## src/rtl/delay_step_sequencer_if.sv

```systemverilog
// Step-sequencer bundle: run/error control, live sample, delay-stage handshake and captured result.
// DELAY_SEQ_STATS_EN adds the max_busy/ovr_cnt statistics signals.
interface delay_step_sequencer_if #(
    parameter int WIDTH = 32,
    parameter int CNT_W = 16
);
    logic             run;
    logic             clr_err;
    logic [WIDTH-1:0] x_in;
    logic [WIDTH-1:0] x_out;
    logic             sta;
    logic             done_sig;
    logic [WIDTH-1:0] y_in;
    logic [WIDTH-1:0] y_out;
    logic             y_valid;
    logic             busy;
    logic [CNT_W-1:0] step_cnt;
    logic             err_timeout;
    logic             err_overrun;
`ifdef DELAY_SEQ_STATS_EN
    logic [7:0]       max_busy;
    logic [7:0]       ovr_cnt;
`endif

    modport master (
        input  run, clr_err, x_in, done_sig, y_in,
        output x_out, sta, y_out, y_valid, busy, step_cnt, err_timeout, err_overrun
`ifdef DELAY_SEQ_STATS_EN
        , output max_busy, ovr_cnt
`endif
    );

    modport slave (
        output run, clr_err, x_in, done_sig, y_in,
        input  x_out, sta, y_out, y_valid, busy, step_cnt, err_timeout, err_overrun
`ifdef DELAY_SEQ_STATS_EN
        , input max_busy, ovr_cnt
`endif
    );
endinterface

```

## src/rtl/delay_step_sequencer.sv

```systemverilog
// Per-step controller: freezes x_in, holds sta until done_sig, captures y_in; flags timeout/overrun.
// Latency: tick T -> sta T+1; done_sig at cycle D -> y_out/y_valid at D+1. Optional DELAY_SEQ_STATS_EN.
// Backpressure: none queued; a tick arriving while a step is in flight is dropped and flagged.
module delay_step_sequencer #(
    parameter int WIDTH       = 32,
    parameter int STEP_PERIOD = 100,
    parameter int TIMEOUT     = 64,
    parameter int CNT_W       = 16
) (
    input  logic                    clk,
    input  logic                    rst,
    delay_step_sequencer_if.master  bus
);
    localparam int PC_W   = (STEP_PERIOD > 1) ? $clog2(STEP_PERIOD) : 1;
    localparam int WAIT_W = (TIMEOUT > 1) ? $clog2(TIMEOUT) : 1;
    localparam logic [PC_W-1:0]   PC_LAST   = PC_W'(STEP_PERIOD - 1);
    localparam logic [WAIT_W-1:0] WAIT_LAST = WAIT_W'(TIMEOUT - 1);

    typedef enum logic [1:0] {IDLE, BUSY, DONE} state_t;

    state_t            state;
    logic [PC_W-1:0]   pc;
    logic [WAIT_W-1:0] wait_cnt;
    logic [WIDTH-1:0]  x_q;
    logic [WIDTH-1:0]  y_q;
    logic [CNT_W-1:0]  step_q;
    logic              sta_q;
    logic              y_valid_q;
    logic              err_tmo_q;
    logic              err_ovr_q;

    logic tick;
    logic ovr_evt;
    logic busy_exit;
    logic tmo_evt;

    assign tick      = bus.run && (pc == '0);
    assign ovr_evt   = tick && (state != IDLE);
    assign busy_exit = (state == BUSY) && (bus.done_sig || (wait_cnt == WAIT_LAST));
    assign tmo_evt   = (state == BUSY) && !bus.done_sig && (wait_cnt == WAIT_LAST);

    always_ff @(posedge clk or negedge rst) begin
        if (!rst) begin
            pc <= '0;
        end else if (!bus.run) begin
            pc <= '0;
        end else if (pc == PC_LAST) begin
            pc <= '0;
        end else begin
            pc <= pc + 1'b1;
        end
    end

    always_ff @(posedge clk or negedge rst) begin
        if (!rst) begin
            state     <= IDLE;
            wait_cnt  <= '0;
            x_q       <= '0;
            y_q       <= '0;
            step_q    <= '0;
            sta_q     <= 1'b0;
            y_valid_q <= 1'b0;
            err_tmo_q <= 1'b0;
            err_ovr_q <= 1'b0;
        end else begin
            y_valid_q <= 1'b0;
            case (state)
                IDLE: begin
                    if (tick) begin
                        x_q      <= bus.x_in;
                        sta_q    <= 1'b1;
                        wait_cnt <= '0;
                        state    <= BUSY;
                    end
                end
                BUSY: begin
                    wait_cnt <= wait_cnt + 1'b1;
                    // done_sig outranks the timeout when both land on the last wait cycle
                    if (bus.done_sig) begin
                        sta_q     <= 1'b0;
                        y_q       <= bus.y_in;
                        y_valid_q <= 1'b1;
                        state     <= DONE;
                    end else if (wait_cnt == WAIT_LAST) begin
                        sta_q <= 1'b0;
                        state <= IDLE;
                    end
                end
                DONE: begin
                    step_q <= step_q + 1'b1;
                    state  <= IDLE;
                end
                default: state <= IDLE;
            endcase

            if (bus.clr_err) begin
                err_tmo_q <= 1'b0;
                err_ovr_q <= 1'b0;
            end
            if (tmo_evt) err_tmo_q <= 1'b1;
            if (ovr_evt) err_ovr_q <= 1'b1;
        end
    end

    assign bus.x_out       = x_q;
    assign bus.sta         = sta_q;
    assign bus.y_out       = y_q;
    assign bus.y_valid     = y_valid_q;
    assign bus.busy        = (state == BUSY);
    assign bus.step_cnt    = step_q;
    assign bus.err_timeout = err_tmo_q;
    assign bus.err_overrun = err_ovr_q;

`ifdef DELAY_SEQ_STATS_EN
    logic [7:0]  max_busy_q;
    logic [7:0]  ovr_cnt_q;
    logic [31:0] busy_len;
    logic [7:0]  busy_len8;

    // length of the BUSY stretch that ends this cycle, saturated to 8 bits
    assign busy_len  = 32'(wait_cnt) + 32'd1;
    assign busy_len8 = (busy_len > 32'd255) ? 8'hFF : busy_len[7:0];

    always_ff @(posedge clk or negedge rst) begin
        if (!rst) begin
            max_busy_q <= '0;
            ovr_cnt_q  <= '0;
        end else begin
            if (bus.clr_err) begin
                max_busy_q <= '0;
                ovr_cnt_q  <= '0;
            end
            if (busy_exit && (bus.clr_err || (busy_len8 > max_busy_q))) begin
                max_busy_q <= busy_len8;
            end
            if (ovr_evt) begin
                if (bus.clr_err)              ovr_cnt_q <= 8'd1;
                else if (ovr_cnt_q != 8'hFF)  ovr_cnt_q <= ovr_cnt_q + 8'd1;
            end
        end
    end

    assign bus.max_busy = max_busy_q;
    assign bus.ovr_cnt  = ovr_cnt_q;
`else
    logic unused_exit;
    assign unused_exit = busy_exit;
`endif
endmodule

```

## src/flat_wrapper.sv

```systemverilog
// flat-port wrapper written by rule: the top's interface ports become plain ports
module delay_step_sequencer_flat 
#(
    parameter int WIDTH       = 32,
    parameter int STEP_PERIOD = 100,
    parameter int TIMEOUT     = 64,
    parameter int CNT_W       = 16
)
  (clk, rst, bus_run, bus_clr_err, bus_x_in, bus_done_sig, bus_y_in, bus_x_out, bus_sta, bus_y_out, bus_y_valid, bus_busy, bus_step_cnt, bus_err_timeout, bus_err_overrun);
  delay_step_sequencer_if #(.WIDTH(WIDTH), .CNT_W(CNT_W)) bus_i ();
  input  logic clk;
  input  logic rst;
  input wire logic [$bits(bus_i.run)-1:0] bus_run;
  input wire logic [$bits(bus_i.clr_err)-1:0] bus_clr_err;
  input wire logic [$bits(bus_i.x_in)-1:0] bus_x_in;
  input wire logic [$bits(bus_i.done_sig)-1:0] bus_done_sig;
  input wire logic [$bits(bus_i.y_in)-1:0] bus_y_in;
  output wire logic [$bits(bus_i.x_out)-1:0] bus_x_out;
  output wire logic [$bits(bus_i.sta)-1:0] bus_sta;
  output wire logic [$bits(bus_i.y_out)-1:0] bus_y_out;
  output wire logic [$bits(bus_i.y_valid)-1:0] bus_y_valid;
  output wire logic [$bits(bus_i.busy)-1:0] bus_busy;
  output wire logic [$bits(bus_i.step_cnt)-1:0] bus_step_cnt;
  output wire logic [$bits(bus_i.err_timeout)-1:0] bus_err_timeout;
  output wire logic [$bits(bus_i.err_overrun)-1:0] bus_err_overrun;
  assign bus_i.run = bus_run;
  assign bus_i.clr_err = bus_clr_err;
  assign bus_i.x_in = bus_x_in;
  assign bus_i.done_sig = bus_done_sig;
  assign bus_i.y_in = bus_y_in;
  assign bus_x_out = bus_i.x_out;
  assign bus_sta = bus_i.sta;
  assign bus_y_out = bus_i.y_out;
  assign bus_y_valid = bus_i.y_valid;
  assign bus_busy = bus_i.busy;
  assign bus_step_cnt = bus_i.step_cnt;
  assign bus_err_timeout = bus_i.err_timeout;
  assign bus_err_overrun = bus_i.err_overrun;
  delay_step_sequencer #(.WIDTH(WIDTH), .STEP_PERIOD(STEP_PERIOD), .TIMEOUT(TIMEOUT), .CNT_W(CNT_W)) u_core (.clk(clk), .rst(rst), .bus(bus_i));
endmodule
```

## config.mk

```make
export PLATFORM = sky130hd
export DESIGN_NAME = delay_step_sequencer_flat
export DESIGN_NICKNAME = d
export VERILOG_FILES = /design/src/rtl/delay_step_sequencer_if.sv /design/src/rtl/delay_step_sequencer.sv /design/src/flat_wrapper.sv
export SDC_FILE = /design/constraint.sdc
export NUM_CORES = 1
export LEC_CHECK = 0
export CAP_MARGIN = 30
export CORE_MARGIN = 10
export CORE_UTILIZATION = 44
export CTS_BUF_LIST = sky130_fd_sc_hd__clkbuf_16
export DETAILED_ROUTE_END_ITERATION = 12
export GPL_ROUTABILITY_DRIVEN = 0
export GPL_TIMING_DRIVEN = 0
export PLACE_DENSITY = 0.76
export SYNTH_ARGS = -nofsm -noshare
export SYNTH_HDL_FRONTEND = slang
export SYNTH_SLANG_ARGS = --single-unit
export TNS_END_PERCENT = 5
```

## constraint.sdc

```tcl
create_clock -name clk -period 1.9 [get_ports clk]
set_clock_uncertainty 0.05 [all_clocks]
set_input_delay 0.19 -clock clk [delete_from_list [all_inputs] [get_ports clk]]
set_output_delay 0.19 -clock clk [all_outputs]
set_load 0.01 [all_outputs]
```

* Word level (Yosys, flattened, before mapping)
Cells that the tools add are included.
Cells by class: reductions and logical operators 16, mux-type cells 17, add/sub/neg operators 3, equality and inequality tests 6
Operator list (count):
- adder 16 x 1 -> 16 bit (second input constant) | 1
- 2-to-1 mux 7 bit | 2
- one-hot mux 6 bit (2 select lines) | 1
- 2-to-1 mux 1 bit | 8
- AND reduction 2 bit | 4
- nonzero test 2 bit | 4
- adder 7 x 1 -> 7 bit (second input constant) | 1
- == test 7 bit (second input constant) | 1
- logical NOT 7 bit | 1
- adder 6 x 1 -> 6 bit (second input constant) | 1
- == test 6 bit (second input constant) | 1
- 2-to-1 mux 2 bit | 3
- 2-to-1 mux 6 bit | 1
- logical AND 1 bit | 4
- one-hot mux 2 bit (2 select lines) | 1
- inequality test 3 x 2 -> 1 bit (second input constant) | 1
- AND reduction 3 bit | 1
- == test 2 x 1 -> 1 bit (second input constant) | 1
- == test 2 bit (second input constant) | 1
- logical NOT 2 bit | 1
- inequality test 2 x 1 -> 1 bit (second input constant) | 1
- one-hot mux 1 bit (2 select lines) | 1
- logical NOT 1 bit | 1
Storage, ports and cells: output and inout bits 85, flip-flop bits (word level) 99, input bits 69, logic and storage cells 52

* Depth between registers and ports, before layout
Gate-level depths: netlist of run 1.
depth after elaboration 4, mapped depth 7, gate-level depth less buffers 6

* Worst setup path after synthesis of run 1
OpenSTA, ideal clock, no wires.
path type register to register, start register u_core.pc[0], end register u_core.x_q[10], in the netlist u_core.bus.x_out[10], buffers on the path 1, path slack 218 ps, stages on the path, launching flop included 8, clock period less this slack 1682 ps, data arrival time 1506 ps, required time 1725 ps, path through dfrtp_1 inv_1 ha_1 nor3b_2 and4b_4 nand2_4 buf_6 mux2_4
On the way: word-level cells in the longest chain between the ends 3
RTL lines:
- start: declaration | RTL line delay_step_sequencer.sv:22 | logic [PC_W-1:0] pc;
- start signal: assignment | RTL line delay_step_sequencer.sv:50 | pc <= pc + 1'b1;
- logical NOT 7 bit | RTL line delay_step_sequencer.sv:37 | assign tick = bus.run && (pc == '0);
- logical AND 1 bit | RTL line delay_step_sequencer.sv:37
- AND reduction 2 bit (no line)
- end signal: assignment | RTL line delay_step_sequencer.sv:70 | x_q <= bus.x_in;
- end: declaration | RTL line delay_step_sequencer.sv:24 | logic [WIDTH-1:0] x_q;
Every way passes these cells. A chain may end at the register's enable or synchronous reset.

* Worst setup path in the final report of run 1
start register u_core.pc[1], end register u_core.x_q[8], in the netlist u_core.bus.x_out[8]
Same word-level chain as after synthesis.

==> results of run 1 <==
[kinds of logic after synthesis]
family / Yosys count / share of synthesized area, %
xor+xnor: 17 / 3.61
buf+inv: 17 / 2.43
flops: 99 / 60.1
simple gates: 58 / 8.01
fa+ha+maj: 4 / 1.21
compound gates: 17 / 2.91
mux: 70 / 21.7
[sequential cells by signal, indices dropped and copies added (netlist names)]
signal	cells
u_core.bus.y_out	32
u_core.bus.sta	1
u_core.wait_cnt	6
u_core.state	2
u_core.bus.step_cnt	16
u_core.bus.err_overrun	1
u_core.bus.err_timeout	1
u_core.bus.x_out	32
u_core.pc	7
u_core.bus.y_valid	1
[worst register-to-register path: stages, from the launching register on]
cell and delay, ns:
dfrtp_1 0.39, inv_1 0.06, ha_1 0.15, nor3b_2 0.18, and4b_4 0.30, nand2_4 0.10
buf_6 0.18, mux2_4 0.31
[how the worst max path moves through the flow]
stage	from	to	slack, ns
after floorplan	u_core.pc[0]	u_core.bus.x_out[10]	0.22
after global placement	rst	u_core.bus.x_out[17]	-3.10
after detailed placement	u_core.pc[0]	u_core.bus.x_out[8]	0.04
after CTS	u_core.pc[1]	u_core.bus.x_out[8]	0.0008
after global routing	u_core.pc[1]	u_core.bus.x_out[6]	-0.03
final	u_core.pc[1]	u_core.bus.x_out[8]	0.07
[cell usage after synthesis (all sizes together), types with 2 or more instances]
library cell / instances
dfrtp: 99
mux2: 68
nand2: 14
xnor2: 12
nand3: 11
buf: 9
inv: 8
nor2: 8
and3: 6
a22o: 5
xor2: 5
ha: 4
o21ai: 4
and4: 3
nand4: 3
a21oi: 2
and2: 2
and4b: 2
mux2i: 2
nand2b: 2
nor3: 2
[per-stage QoR]
step,setup slack (ns),utilization [%]
5_1_grt,-0.0308,66.6
2_1_floorplan,0.218,-
4_1_cts,0.000818,66.4
3_3_place_gp,-3.10,63.0
3_5_place_dp,0.0378,63.3
6_report,0.0707,66.6
[where the power goes]
part           leakage (nW)  internal [W]  switching, W
logic                  1.42       0.00201       0.00111
clock network         0.131      0.000883      0.000783
registers              1.23       0.00282      0.000425
[layout make-up]
class	count	area share, %
Sequential cell	99	40.5
Timing Repair Buffer	158	26.0
Clock buffer	9	3.68
Clock inverter	7	0.736
Inverter	8	0.490
Multi-Input combinational cell	166	25.2
Tap cell	111	2.27
Buffer	9	1.14
[what timing repair did]
| item | 4_1_cts | 5_1_grt |
|---|---|---|
| endpoints found under the setup margin | 29 | 30 |
| resized for setup | 0 | 1 |
| pin swaps | 1 | 0 |
| hold buffers | 1 | 0 |
| buffers inserted | 1 | 2 |
| endpoints found under the hold margin | 44 | 0 |
[metal layers]
metal	wire [um]	global-route usage, %
met4	76	4.70
met1	3950	17.3
met3	921	5.40
met2	5210	25.6
met5	0	0
==> key figures, run 1 <==
Worst hold path
  • Hold Crit Class: in2async

Logic synthesis
  • Top cell type by total area after synthesis: dfrtp_1
  • Ys async rst share: 100%
  • Sequential share of the synthesized area: 60.1%
  • Syn Inst Count: 282
  • Ys flop type: dfrtp_1
  • EDFF count, synth: 0
  • Mapped Avg Cell Area: 14.6 um^2
  • Top cells by area, synth: dfrtp_1, mux2_4, mux2_2
  • Post-synthesis register bit count: 99
  • Synth Cell Area: 4120 um^2
  • Netlist cell types: 37
  • Mapped Nets: 355
  • Yosys top cell area share: 60.1%
  • Ys Warns: 0

Power
  • Power density over the cells: 1310 nW/um^2
  • Total Power: 0.00803 W
  • Worst VDD drop: 0.000710 V
  • Leak Pwr: 2.78 nW

Placement
  • Hpwl dp: 7690 um
  • # placed instances: 547
  • Area post-placement: 5820 um^2
  • # port buffers: 153

Worst setup path
  • Worst path cell trace: inv_1 > ha_1 > nor3b_2 > and4b_4 > nand2_4 > buf_6 > mux2_4
  • FF-to-FF Start: u_core.pc[1]
  • Bufs and invs on worst path: 2
  • Crit. End Element: flop
  • Crit path arrival time: 2.00 ns
  • Worst setup SP type: flop
  • Crit path kind: reg2reg
  • Critical path depth in cells: 7
  • FF-to-FF End: u_core.bus.x_out[8]
  • Worst reg-to-reg path cell count: 7
  • Critical path's top delay family: simple AND/OR/NAND/NOR gates
  • Required time worst endpoint: 2.07 ns
  • Slowest cell on the critical path: dfrtp_1
  • R2r setup slk: 0.07 ns
  • Largest stage delay, worst path: 0.39 ns
  • CP Max Fanout: 10

Finish
  • Post-layout nets: 524
  • Antenna cells: 0
  • Most common cell after layout, fill and taps aside: clkdlybuf4s50_1
  • Reg area: 2480 um^2
  • Most frequent cells in the layout: clkdlybuf4s50_1, dfrtp_1, mux2_2
  • Area taken by multi-input logic gates: 1540 um^2
  • Area growth from synthesis to layout: 48.5%
  • Post-route insts no fill: 567
  • Share of cells above drive strength 1: 20.6%
  • Finished layout cell area: 6120 um^2
  • Filler cells: 718

Outcome
  • Status: finished, final reports clean

CTS
  • CTS Sinks: 99
  • Total CTS buffers: 9
  • Skew-Pair Late Insertion Delay: 0.33 ns
  • Max Root-Sink Buffers: 2
  • H-tree depth: 3
  • TritonCTS clock tree: done
  • CTS Root Buffer Type: clkbuf_16
  • Worst-path clk slew: 0.07 ns

Route
  • Initial DRC Count: 156
  • Vias per cell: 5.02
  • Post-Route WL: 10200 um
  • # DRC: 0
  • Post-route ant nets: 0
  • TritonRoute pass-1 iters: 4
  • Routed WL per cell: 17.9 um
  • Via count: 2848

Timing
  • Final Setup Violations: 0
  • Max-slew violation count: 0
  • Slew @ Worst Pin: 0.589 ns
  • F_max: 547 MHz
  • Hold slack: 0.345 ns
  • Setup TNS: 0 ns
  • Final hold viol count: 0
  • Rel. slew slack: 60.2%
  • Crit share post-route: 96.3%
  • Min cycle time layout: 1.83 ns
  • RSZ-0062 raised after global routing: yes

GRT
  • Initial antenna violation count: 0
  • Largest net degree at the start of global routing: 56
  • First-pass GRT wire length: 16200 um
  • Gr ovfl total: 0
  • Number of global-route vias before repair: 3168
  • GRT Overall Usage: 15.0%

Floorplanning
  • Die area: 13600 um^2
  • I/O pin cnt: 154
  • Die Width: 117 um
  • Row cnt: 35
  • Initial Util: 44.8%
  • Die height: 117 um
  • Core ar.: 9200 um^2

Job
  • Max_cap viols: 0
Note: power is estimated with default switching activity, not from simulation.
==> inputs of run 2 (changes only) <==
Settings changed: CTS_CLUSTER_SIZE set to 30.
==> results of run 2 <==
Final layout, timing and power as in run 1 (identical DEF).
==> inputs of run 3 (changes only) <==
Settings changed: CORE_MARGIN 10 to 3.
==> run 3 against run 2 <==
  * Design area is 0.27% higher
  * Sequential share of layout area down 0.11 points
  * Cell count shrank 1.1%
  * Largest cell class unchanged
  * First-iteration DRC count is 52% lower
  * Register-to-register slack barely moved
  * Worst hold slack gained 0.0081 ns
  * Combinational power is 1% lower
  * Flip-flop and latch count unchanged
  * Maximum frequency grew 0.12%
==> key figures, run 3 (same netlist as run 1, synthesis figures left out) <==
Finish
  • Area growth from synthesis to layout: 48.9% (was 48.5%)
  • Most frequent cells in the layout: clkdlybuf4s50_1, dfrtp_1, mux2_2 (unchanged)
  • Post-layout nets: 521 (was 524)
  • Share of cells above drive strength 1: 20.1% (was 20.6%)
  • Antenna cells: 0 (unchanged)
  • Final design utilization: 69.0% (was 66.6%)
  • Filler cells: 657 (was 718)
  • Most common cell after layout, fill and taps aside: clkdlybuf4s50_1 (unchanged)

Worst setup path
  • R2r setup slk: 0.07 ns (about the same)
  • Crit. End Element: flop (unchanged)
  • Crit path kind: reg2reg (unchanged)
  • Worst path cell trace: inv_1 > ha_1 > nor3b_2 > and4b_4 > nand2_4 > buf_6 > mux2_4 (unchanged)
  • Crit path arrival time: 1.99 ns (was 2.00 ns)
  • Worst reg-to-reg path cell count: 7 (unchanged)
  • CP Max Fanout: 10 (unchanged)
  • Largest stage delay, worst path: 0.40 ns (was 0.39 ns)
  • Worst setup SP type: flop (unchanged)
  • Critical path's top delay family: simple AND/OR/NAND/NOR gates (unchanged)
  • Required time worst endpoint: 2.07 ns (about the same)
  • Bufs and invs on worst path: 2 (unchanged)
  • FF-to-FF End: u_core.bus.x_out[4] (was u_core.bus.x_out[8])
  • FF-to-FF Start: u_core.pc[0] (was u_core.pc[1])
  • Slowest cell on the critical path: dfrtp_1 (unchanged)
  • Critical path depth in cells: 7 (unchanged)

Timing
  • Hold slack: 0.353 ns (was 0.345 ns)
  • Max-slew violation count: 0 (unchanged)
  • Setup TNS: 0 ns (unchanged)
  • Rel. slew slack: 58.9% (was 60.2%)
  • Min cycle time layout: 1.83 ns (about the same)
  • Slew @ Worst Pin: 0.617 ns (was 0.589 ns)
  • Final Setup Violations: 0 (unchanged)
  • Crit share post-route: 96.2% (was 96.3%)
  • Final hold viol count: 0 (unchanged)
  • RSZ-0062 raised after global routing: yes (unchanged)
  • F_max: 547 MHz (about the same)

Power
  • Power density over the cells: 1340 nW/um^2 (was 1310 nW/um^2)
  • Leak Pwr: 2.79 nW (was 2.78 nW)
  • Worst VDD drop: 0.000828 V (was 0.000710 V)

Placement
  • Hpwl dp: 6830 um (was 7690 um)
  • # port buffers: 153 (unchanged)

Floorplanning
  • I/O pin cnt: 154 (unchanged)
  • Die Width: 103 um (was 117 um)
  • Row cnt: 34 (was 35)
  • Die height: 103 um (was 117 um)
  • Die area: 10600 um^2 (was 13600 um^2)
  • Core ar.: 8890 um^2 (was 9200 um^2)
  • Initial Util: 46.4% (was 44.8%)

Route
  • Routed WL per cell: 16.4 um (was 17.9 um)
  • # DRC: 0 (unchanged)
  • Via count: 2819 (was 2848)
  • TritonRoute pass-1 iters: 4 (unchanged)
  • Post-route ant nets: 0 (unchanged)
  • Post-Route WL: 9220 um (was 10200 um)
  • Vias per cell: 5.02 (about the same)
  • Initial DRC Count: 75 (was 156)

CTS
  • Max Root-Sink Buffers: 2 (unchanged)
  • Skew-Pair Late Insertion Delay: 0.33 ns (about the same)
  • Worst-path clk slew: 0.07 ns (about the same)
  • TritonCTS clock tree: done (unchanged)
  • H-tree depth: 3 (unchanged)
  • Total CTS buffers: 9 (unchanged)
  • CTS Sinks: 99 (unchanged)
  • CTS Root Buffer Type: clkbuf_16 (unchanged)

GRT
  • First-pass GRT wire length: 15000 um (was 16200 um)
  • Number of global-route vias before repair: 3069 (was 3168)
  • Gr ovfl total: 0 (unchanged)
  • Initial antenna violation count: 0 (unchanged)
  • GRT Overall Usage: 18.3% (was 15.0%)
  • Largest net degree at the start of global routing: 54 (was 56)

Worst hold path
  • Hold Crit Class: in2async (unchanged)

Outcome
  • Status: finished, final reports clean (unchanged)

Job
  • Max_cap viols: 0 (unchanged)
-- run 3: layout make-up --
type	instances	area, um^2	share of cell area (%)
tap	108	135	2.20
clock buffer	9	225	3.67
clock inverter	7	83.8	1.37
buffer	9	70.1	1.14
multi-input combinational	166	1550	25.2
inverter	8	30.0	0.489
timing repair buffer	155	1570	25.6
sequential	99	2480	40.4
-- run 3: power breakdown --
part	switching, W	internal [W]
clock network	0.000744	0.00114
logic	0.00107	0.00201
registers	0.000440	0.00282
-- run 3: repair_timing --
action,4_1_cts,5_1_grt
hold endpoints to repair,46,0
resized for setup,0,2
buffers inserted,0,0
hold buffers,1,0
setup endpoints to repair,0,22
-- run 3: worst max-delay path by stage --
| stage | to | slack, ns | start |
|---|---|---|---|
| 2_1_floorplan | u_core.bus.x_out[10] | 0.22 | u_core.pc[0] |
| 3_3_place_gp | u_core.bus.y_out[24] | -3.10 | rst |
| 3_5_place_dp | u_core.bus.x_out[4] | 0.08 | u_core.pc[0] |
| 4_1_cts | bus_busy | 0.04 | u_core.state[1] |
| 5_1_grt | u_core.bus.x_out[4] | -0.02 | u_core.pc[0] |
| 6_report | u_core.bus.x_out[4] | 0.07 | u_core.pc[0] |
-- run 3: through the flow --
step | area (um^2) | total power (W) | worst slack, ns | std cells
after CTS | 6130 | 0.00832 | 0.0389 | 561
final | 6140 | 0.00823 | 0.0729 | 561
after floorplan | 4120 | 0.00456 | 0.218 | 282
after detailed placement | 5810 | 0.00639 | 0.0766 | 544
after global routing | 6140 | 0.00869 | -0.0236 | 561
after global placement | 5790 | 0.00630 | -3.10 | 543
-- run 3: metal layers --
layer	up-vias	GRT usage [%]	routed length, um
met5	-	0	0
met4	0	5.28	109
met3	8	8.05	853
met2	92	30.7	4650
met1	1403	21.5	3620
li1	1316	-	-
